==> src/rtl/ifetch_seq.sv <==
// ifetch_seq -- instruction fetch and sequencing unit.
//
// Owns the program counter and the instruction register. On a fetch_start
// pulse it requests the word at pc from instruction memory, waits up to
// ACK_TIMEOUT cycles for imem_ack, latches the returned word into instr and
// advances pc. While an instruction is held, a br_eval pulse resolves the
// conditional branches BRA/BRR/BNE/BNR against the status flags. Fetching a
// HLT (opcode 15) parks the unit until reset.
//
// Ports:
//   clk          system clock, rising edge
//   rst_f        synchronous reset, active-high
//   fetch_start  pulse: start fetching the instruction at pc
//   br_eval      pulse: resolve the branch held in instr
//   stat         status flags {C,N,V,Z}
//   imem_rdata   instruction memory read data, valid with imem_ack
//   imem_ack     instruction memory data-valid strobe
//   imem_req     instruction memory read request
//   imem_addr    instruction memory address
//   instr        instruction register
//   opcode       instr[31:28]
//   mm           instr[27:24] (branch condition mask)
//   instr_valid  instr holds a freshly fetched instruction
//   pc           program counter
//   br_taken     one-cycle pulse when a branch rewrites pc
//   halt         sticky: a HLT was fetched
//   fetch_err    sticky: imem_ack did not arrive in time
module ifetch_seq #(
  parameter int AW          = 16,
  parameter int ACK_TIMEOUT = 15
) (
  input  logic          clk,
  input  logic          rst_f,
  input  logic          fetch_start,
  input  logic          br_eval,
  input  logic [3:0]    stat,
  input  logic [31:0]   imem_rdata,
  input  logic          imem_ack,
  output logic          imem_req,
  output logic [AW-1:0] imem_addr,
  output logic [31:0]   instr,
  output logic [3:0]    opcode,
  output logic [3:0]    mm,
  output logic          instr_valid,
  output logic [AW-1:0] pc,
  output logic          br_taken,
  output logic          halt,
  output logic          fetch_err
);

  typedef enum logic [1:0] {
    IDLE = 2'd0,
    REQ  = 2'd1,
    HOLD = 2'd2,
    STOP = 2'd3
  } state_t;

  localparam int CW = $clog2(ACK_TIMEOUT + 1);
  // The timeout fires on the ACK_TIMEOUT-th consecutive REQ cycle without ack.
  localparam logic [CW-1:0] CNT_LAST = CW'(ACK_TIMEOUT - 1);

  localparam logic [3:0] OP_BRA = 4'd4;
  localparam logic [3:0] OP_BRR = 4'd5;
  localparam logic [3:0] OP_BNE = 4'd6;
  localparam logic [3:0] OP_BNR = 4'd7;
  localparam logic [3:0] OP_HLT = 4'd15;

  state_t          state, state_n;
  logic [CW-1:0]   cnt, cnt_n;
  logic [AW-1:0]   pc_n, addr_n;
  logic [31:0]     instr_n;
  logic            vld_n, req_n, brt_n, halt_n, err_n;

  logic [AW-1:0]   imm;
  logic            hit;
  logic            br_take;
  logic [AW-1:0]   br_target;
  logic [AW-1:0]   pc_post;

  assign opcode = instr[31:28];
  assign mm     = instr[27:24];

  // pc already points past the branch, so relative targets are pc + imm.
  assign imm = AW'(instr[15:0]);
  assign hit = |(stat & mm);

  always_comb begin
    br_take   = 1'b0;
    br_target = pc;
    case (opcode)
      OP_BRA: begin br_take = hit;  br_target = imm;      end
      OP_BRR: begin br_take = hit;  br_target = pc + imm; end
      OP_BNE: begin br_take = !hit; br_target = imm;      end
      OP_BNR: begin br_take = !hit; br_target = pc + imm; end
      default: begin br_take = 1'b0; br_target = pc;      end
    endcase
  end

  // A fetch issued in the same cycle as a branch goes to the resolved target.
  assign pc_post = (br_eval && br_take) ? br_target : pc;

  always_comb begin
    state_n = state;
    cnt_n   = cnt;
    pc_n    = pc;
    addr_n  = imem_addr;
    instr_n = instr;
    vld_n   = instr_valid;
    req_n   = imem_req;
    brt_n   = 1'b0;
    halt_n  = halt;
    err_n   = fetch_err;

    case (state)
      IDLE: begin
        if (fetch_start) begin
          addr_n  = pc;
          req_n   = 1'b1;
          cnt_n   = '0;
          state_n = REQ;
        end
      end

      REQ: begin
        if (imem_ack) begin
          instr_n = imem_rdata;
          vld_n   = 1'b1;
          req_n   = 1'b0;
          pc_n    = pc + AW'(1);
          if (imem_rdata[31:28] == OP_HLT) begin
            halt_n  = 1'b1;
            state_n = STOP;
          end else begin
            state_n = HOLD;
          end
        end else if (cnt == CNT_LAST) begin
          err_n   = 1'b1;
          req_n   = 1'b0;
          state_n = IDLE;
        end else begin
          cnt_n = cnt + CW'(1);
        end
      end

      HOLD: begin
        if (br_eval && br_take) begin
          pc_n  = br_target;
          brt_n = 1'b1;
        end
        if (fetch_start) begin
          vld_n   = 1'b0;
          req_n   = 1'b1;
          addr_n  = pc_post;
          cnt_n   = '0;
          state_n = REQ;
        end
      end

      STOP: begin
        req_n = 1'b0;
      end

      default: state_n = IDLE;
    endcase
  end

  always_ff @(posedge clk) begin
    if (rst_f) begin
      state       <= IDLE;
      cnt         <= '0;
      pc          <= '0;
      imem_addr   <= '0;
      instr       <= '0;
      instr_valid <= 1'b0;
      imem_req    <= 1'b0;
      br_taken    <= 1'b0;
      halt        <= 1'b0;
      fetch_err   <= 1'b0;
    end else begin
      state       <= state_n;
      cnt         <= cnt_n;
      pc          <= pc_n;
      imem_addr   <= addr_n;
      instr       <= instr_n;
      instr_valid <= vld_n;
      imem_req    <= req_n;
      br_taken    <= brt_n;
      halt        <= halt_n;
      fetch_err   <= err_n;
    end
  end

endmodule
==> config.mk <==
export PLATFORM = sky130hd
export DESIGN_NAME = ifetch_seq
export DESIGN_NICKNAME = d
export VERILOG_FILES = /design/src/rtl/ifetch_seq.sv
export SDC_FILE = /design/constraint.sdc
export NUM_CORES = 1
export LEC_CHECK = 0
export ABC_AREA = 1
export CAP_MARGIN = 10
export CORE_ASPECT_RATIO = 1.5
export CORE_MARGIN = 4
export CORE_UTILIZATION = 45
export DETAILED_ROUTE_END_ITERATION = 16
export GPL_ROUTABILITY_DRIVEN = 0
export PLACE_DENSITY = 0.83
export SLEW_MARGIN = 20
export SYNTH_ARGS = -nofsm -noshare
export SYNTH_HDL_FRONTEND = slang
export SYNTH_SLANG_ARGS = --single-unit
==> constraint.sdc <==
create_clock -name clk -period 5.75 [get_ports clk]
set_clock_uncertainty 0.2 [all_clocks]
set_input_delay 0.8625 -clock clk [delete_from_list [all_inputs] [get_ports clk]]
set_output_delay 0.8625 -clock clk [all_outputs]
set_load 0.1 [all_outputs]
==> reports/metrics.yaml <==
status: "finished clean"
required_ns: 5.76
multi_input_area_um2: 2580
powerDensity_nw_per_um2: 296
cts_setup_buffers: 0
avgSynthCellArea_um2: 6.51
maxCapViolCount: 0
start_util_pct: 46.6
critPathMaxStageDelay_ns: 0.70
yosysMostFrequentCell: "nand2_1"
p_int_mw: 1.05
fp.dieW_um: 90.3
clkLatencyLatePin_ns: 0.34
seqPwrFrac_pct: 34.3
cp-end-kind: "flop"
clk_path_buf_depth: 2
setup_viol: 0
grt_overflow_total: 0
period_minus_slack_ns: 3.33
ios: 118
firstDrtPassIters: 6
final_max_slew_viol_count: 0
dp_hpwl_um: 10400
r2r_setup_slack_ns: 2.42
syn_area_um2: 4570
power.switching_mw: 0.728
grt_pass1_wl_um: 23200
yosysWarnings: 0
path_delay_family: "simple AND/OR/NAND/NOR gates"
fillerInstances: 896
wire_per_inst_um: 15.6
cts_root_buffer: "clkbuf_16"
finalSetupTns_ns: 0
combPwrFrac_pct: 34.2
core_um2: 9800
hold_viol_final: 0
io_buffers: 117
numPlacedInstances: 900
grt_max_degree: 68
dieArea_um2: 11900
hold_depth: 2
rsz0062_at_grt: "no"
cp-start-kind: "flop"
dr.first_iter.drc_count: 375
seq_area_um2: 1500
worstReg2RegEnd: "pc[9]"
antenna_found_initial: 0
cts_resized: 0
cts_buffers: 9
die_h_um: 131
cp_slowest_cell: "nand2_1"
async_flop_share_pct: 0
vias_per_cell: 5.61
synthFlopType: "dfxtp_1"
path_buf_inv: 3
hp-start: "halt"
synthCells: 702
vias: 5134
finalNetCount: 856
holdBufCountCts: 0
first_global_vias: 5150
whs_endpoint: "halt"
area_growth_pct: 31.2
wl_um: 14300
yosysTopAreaCellShare_pct: 32.9
max_freq_mhz: 300
reg2regPathDepth: 7
tightest_slew_ns: 1.13
crit_type: "reg2reg"
power.share.clock_pct: 31.5
netlist_top_cells_area: "dfxtp_1 33%, nand2_1 11%, a21oi_1 10%, o21ai_0 8.4%, nor2_1 7.6%"
final_layout_size_suffix_gt1_share_pct: 5.75
synth_commonest_cells: "139 x nand2_1, 92 x a21oi_1, 92 x nor2_1, 77 x o21ai_0, 75 x dfxtp_1"
n_antenna_cell: 0
fin_hold_ws_ns: 0.259
clk_pin_slew_ns: 0.06
relSlewSlack_pct: 24.7
ctsHtreeMaxLevel: 3
layoutNonFillerInstCount: 915
syn-num-nets: 762
power_mw: 1.78
track_usage_pct: 23.7
critical_path.max_fanout: 29
peakVddDrop_uv: 187
p_leak_nw: 2.53
fin_area_um2: 5990
switching_share_pct: 41.0
ys_types: 42
hp-class: "reg2reg"
clock_sinks: 75
synth_edf_count: 0
placed_cell_area_um2: 5700
cp.arrival_ns: 3.35
fin_crit_sh_pct: 58.0
crit_top_cell: "inv_1"
drc_errors: 0
synth-seq-area-share_pct: 32.9
fp-row-count: 44
r2r-start: "state[1]"
yosysTopAreaCell: "dfxtp_1"
tritoncts: "yes"
antenna_left: 0
worstPathCellList: "inv_1 > nor2_2 > inv_1 > nand2_1 > inv_1 > nor2_1 > a21oi_1"
synth_seq_cells: 75
-- metal layers --
layer	up-vias	routed length [um]	global-route usage [%]	share of wire [%]
met5	-	0	0	0
met4	0	866	16.9	6.1
met3	73	968	4.63	6.8
met2	266	7310	43.0	51
met1	2313	5160	23.9	36
li1	2482	-	-	-
-- stage by stage --
step                      utilization, %  setup slack (ns)
after floorplan                        -              2.97
after global placement              58.2              2.35
after detailed placement            58.2              2.24
after CTS                           61.2              2.55
after global routing                61.2              2.14
final                               61.2              2.42
-- power groups by stage --
stage	combinational, mW	clock, mW	sequential (mW)
floorplan	0.198	0	0.871
global placement	0.595	0	0.618
detailed placement	0.603	0	0.619
CTS	0.607	0.561	0.608
global route	0.641	0.584	0.614
finish	0.608	0.560	0.610
-- cells by family after synthesis --
kind of cell | synth area share [%]
buffers and inverters | 10.7
adders and majority gates | 5.37
AOI/OAI and AO/OA | 21.7
DFF | 32.9
and+or+nand+nor | 28.4
xor gates and xnor gates | 0.959
-- flip-flops by register name (all words and copies together), names as in the netlist --
name / cells
imem_req: 1
state: 2
instr: 32
imem_addr: 16
instr_valid: 1
halt: 1
fetch_err: 1
br_taken: 1
pc: 16
cnt: 4
-- layout by cell type, fill, tap and decap left out, types with 2 or more instances in the layout --
| cell type | synthesis | final |
|---|---|---|
| a21oi_1 | 92 | 92 |
| a21oi_2 | 2 | 2 |
| a31oi_1 | 2 | 2 |
| buf_4 | 9 | 2 |
| clkbuf_16 | 0 | 9 |
| clkdlybuf4s50_1 | 0 | 117 |
| clkinv_2 | 0 | 2 |
| dfxtp_1 | 75 | 75 |
| ha_1 | 18 | 18 |
| inv_1 | 74 | 74 |
| inv_2 | 3 | 3 |
| nand2_1 | 139 | 139 |
| nand2_2 | 3 | 3 |
| nand3_1 | 28 | 28 |
| nand3_2 | 2 | 2 |
| nand3b_1 | 2 | 2 |
| nand4_1 | 3 | 3 |
| nor2_1 | 92 | 92 |
| nor2_2 | 5 | 5 |
| nor2_4 | 2 | 2 |
| nor3_1 | 10 | 10 |
| o21a_1 | 3 | 3 |
| o21ai_0 | 77 | 77 |
| o21ai_1 | 6 | 6 |
| o22ai_1 | 3 | 3 |
| or2_2 | 6 | 6 |
| xor2_1 | 5 | 5 |
-- worst max path at each step --
stage,start,endpoint,depth (start not counted)
2_1_floorplan,pc[0],pc[12],13
6_report,state[1],pc[9],7
5_1_grt,state[1],pc[9],7
4_1_cts,pc[6],pc[6],1
3_5_place_dp,imem_ack,instr[5],6
3_3_place_gp,imem_ack,instr[31],6
-- final cells by class --
class                   count  area share [%]
multi-input cells         513            43.0
clock buffers               9            3.76
repair buffers            119            19.8
well taps                 115            2.40
clock inverters             6            1.09
inverters                  78            4.89
flip-flops and latches     75            25.1
-- worst register-to-register path, stage by stage, from the launching register on --
cell     delay (ns)
dfxtp_1        0.36
inv_1          0.24
nor2_2         0.52
inv_1          0.58
nand2_1        0.70
inv_1          0.28
nor2_1         0.23
a21oi_1        0.10
Power figures use the tool's default switching activity.
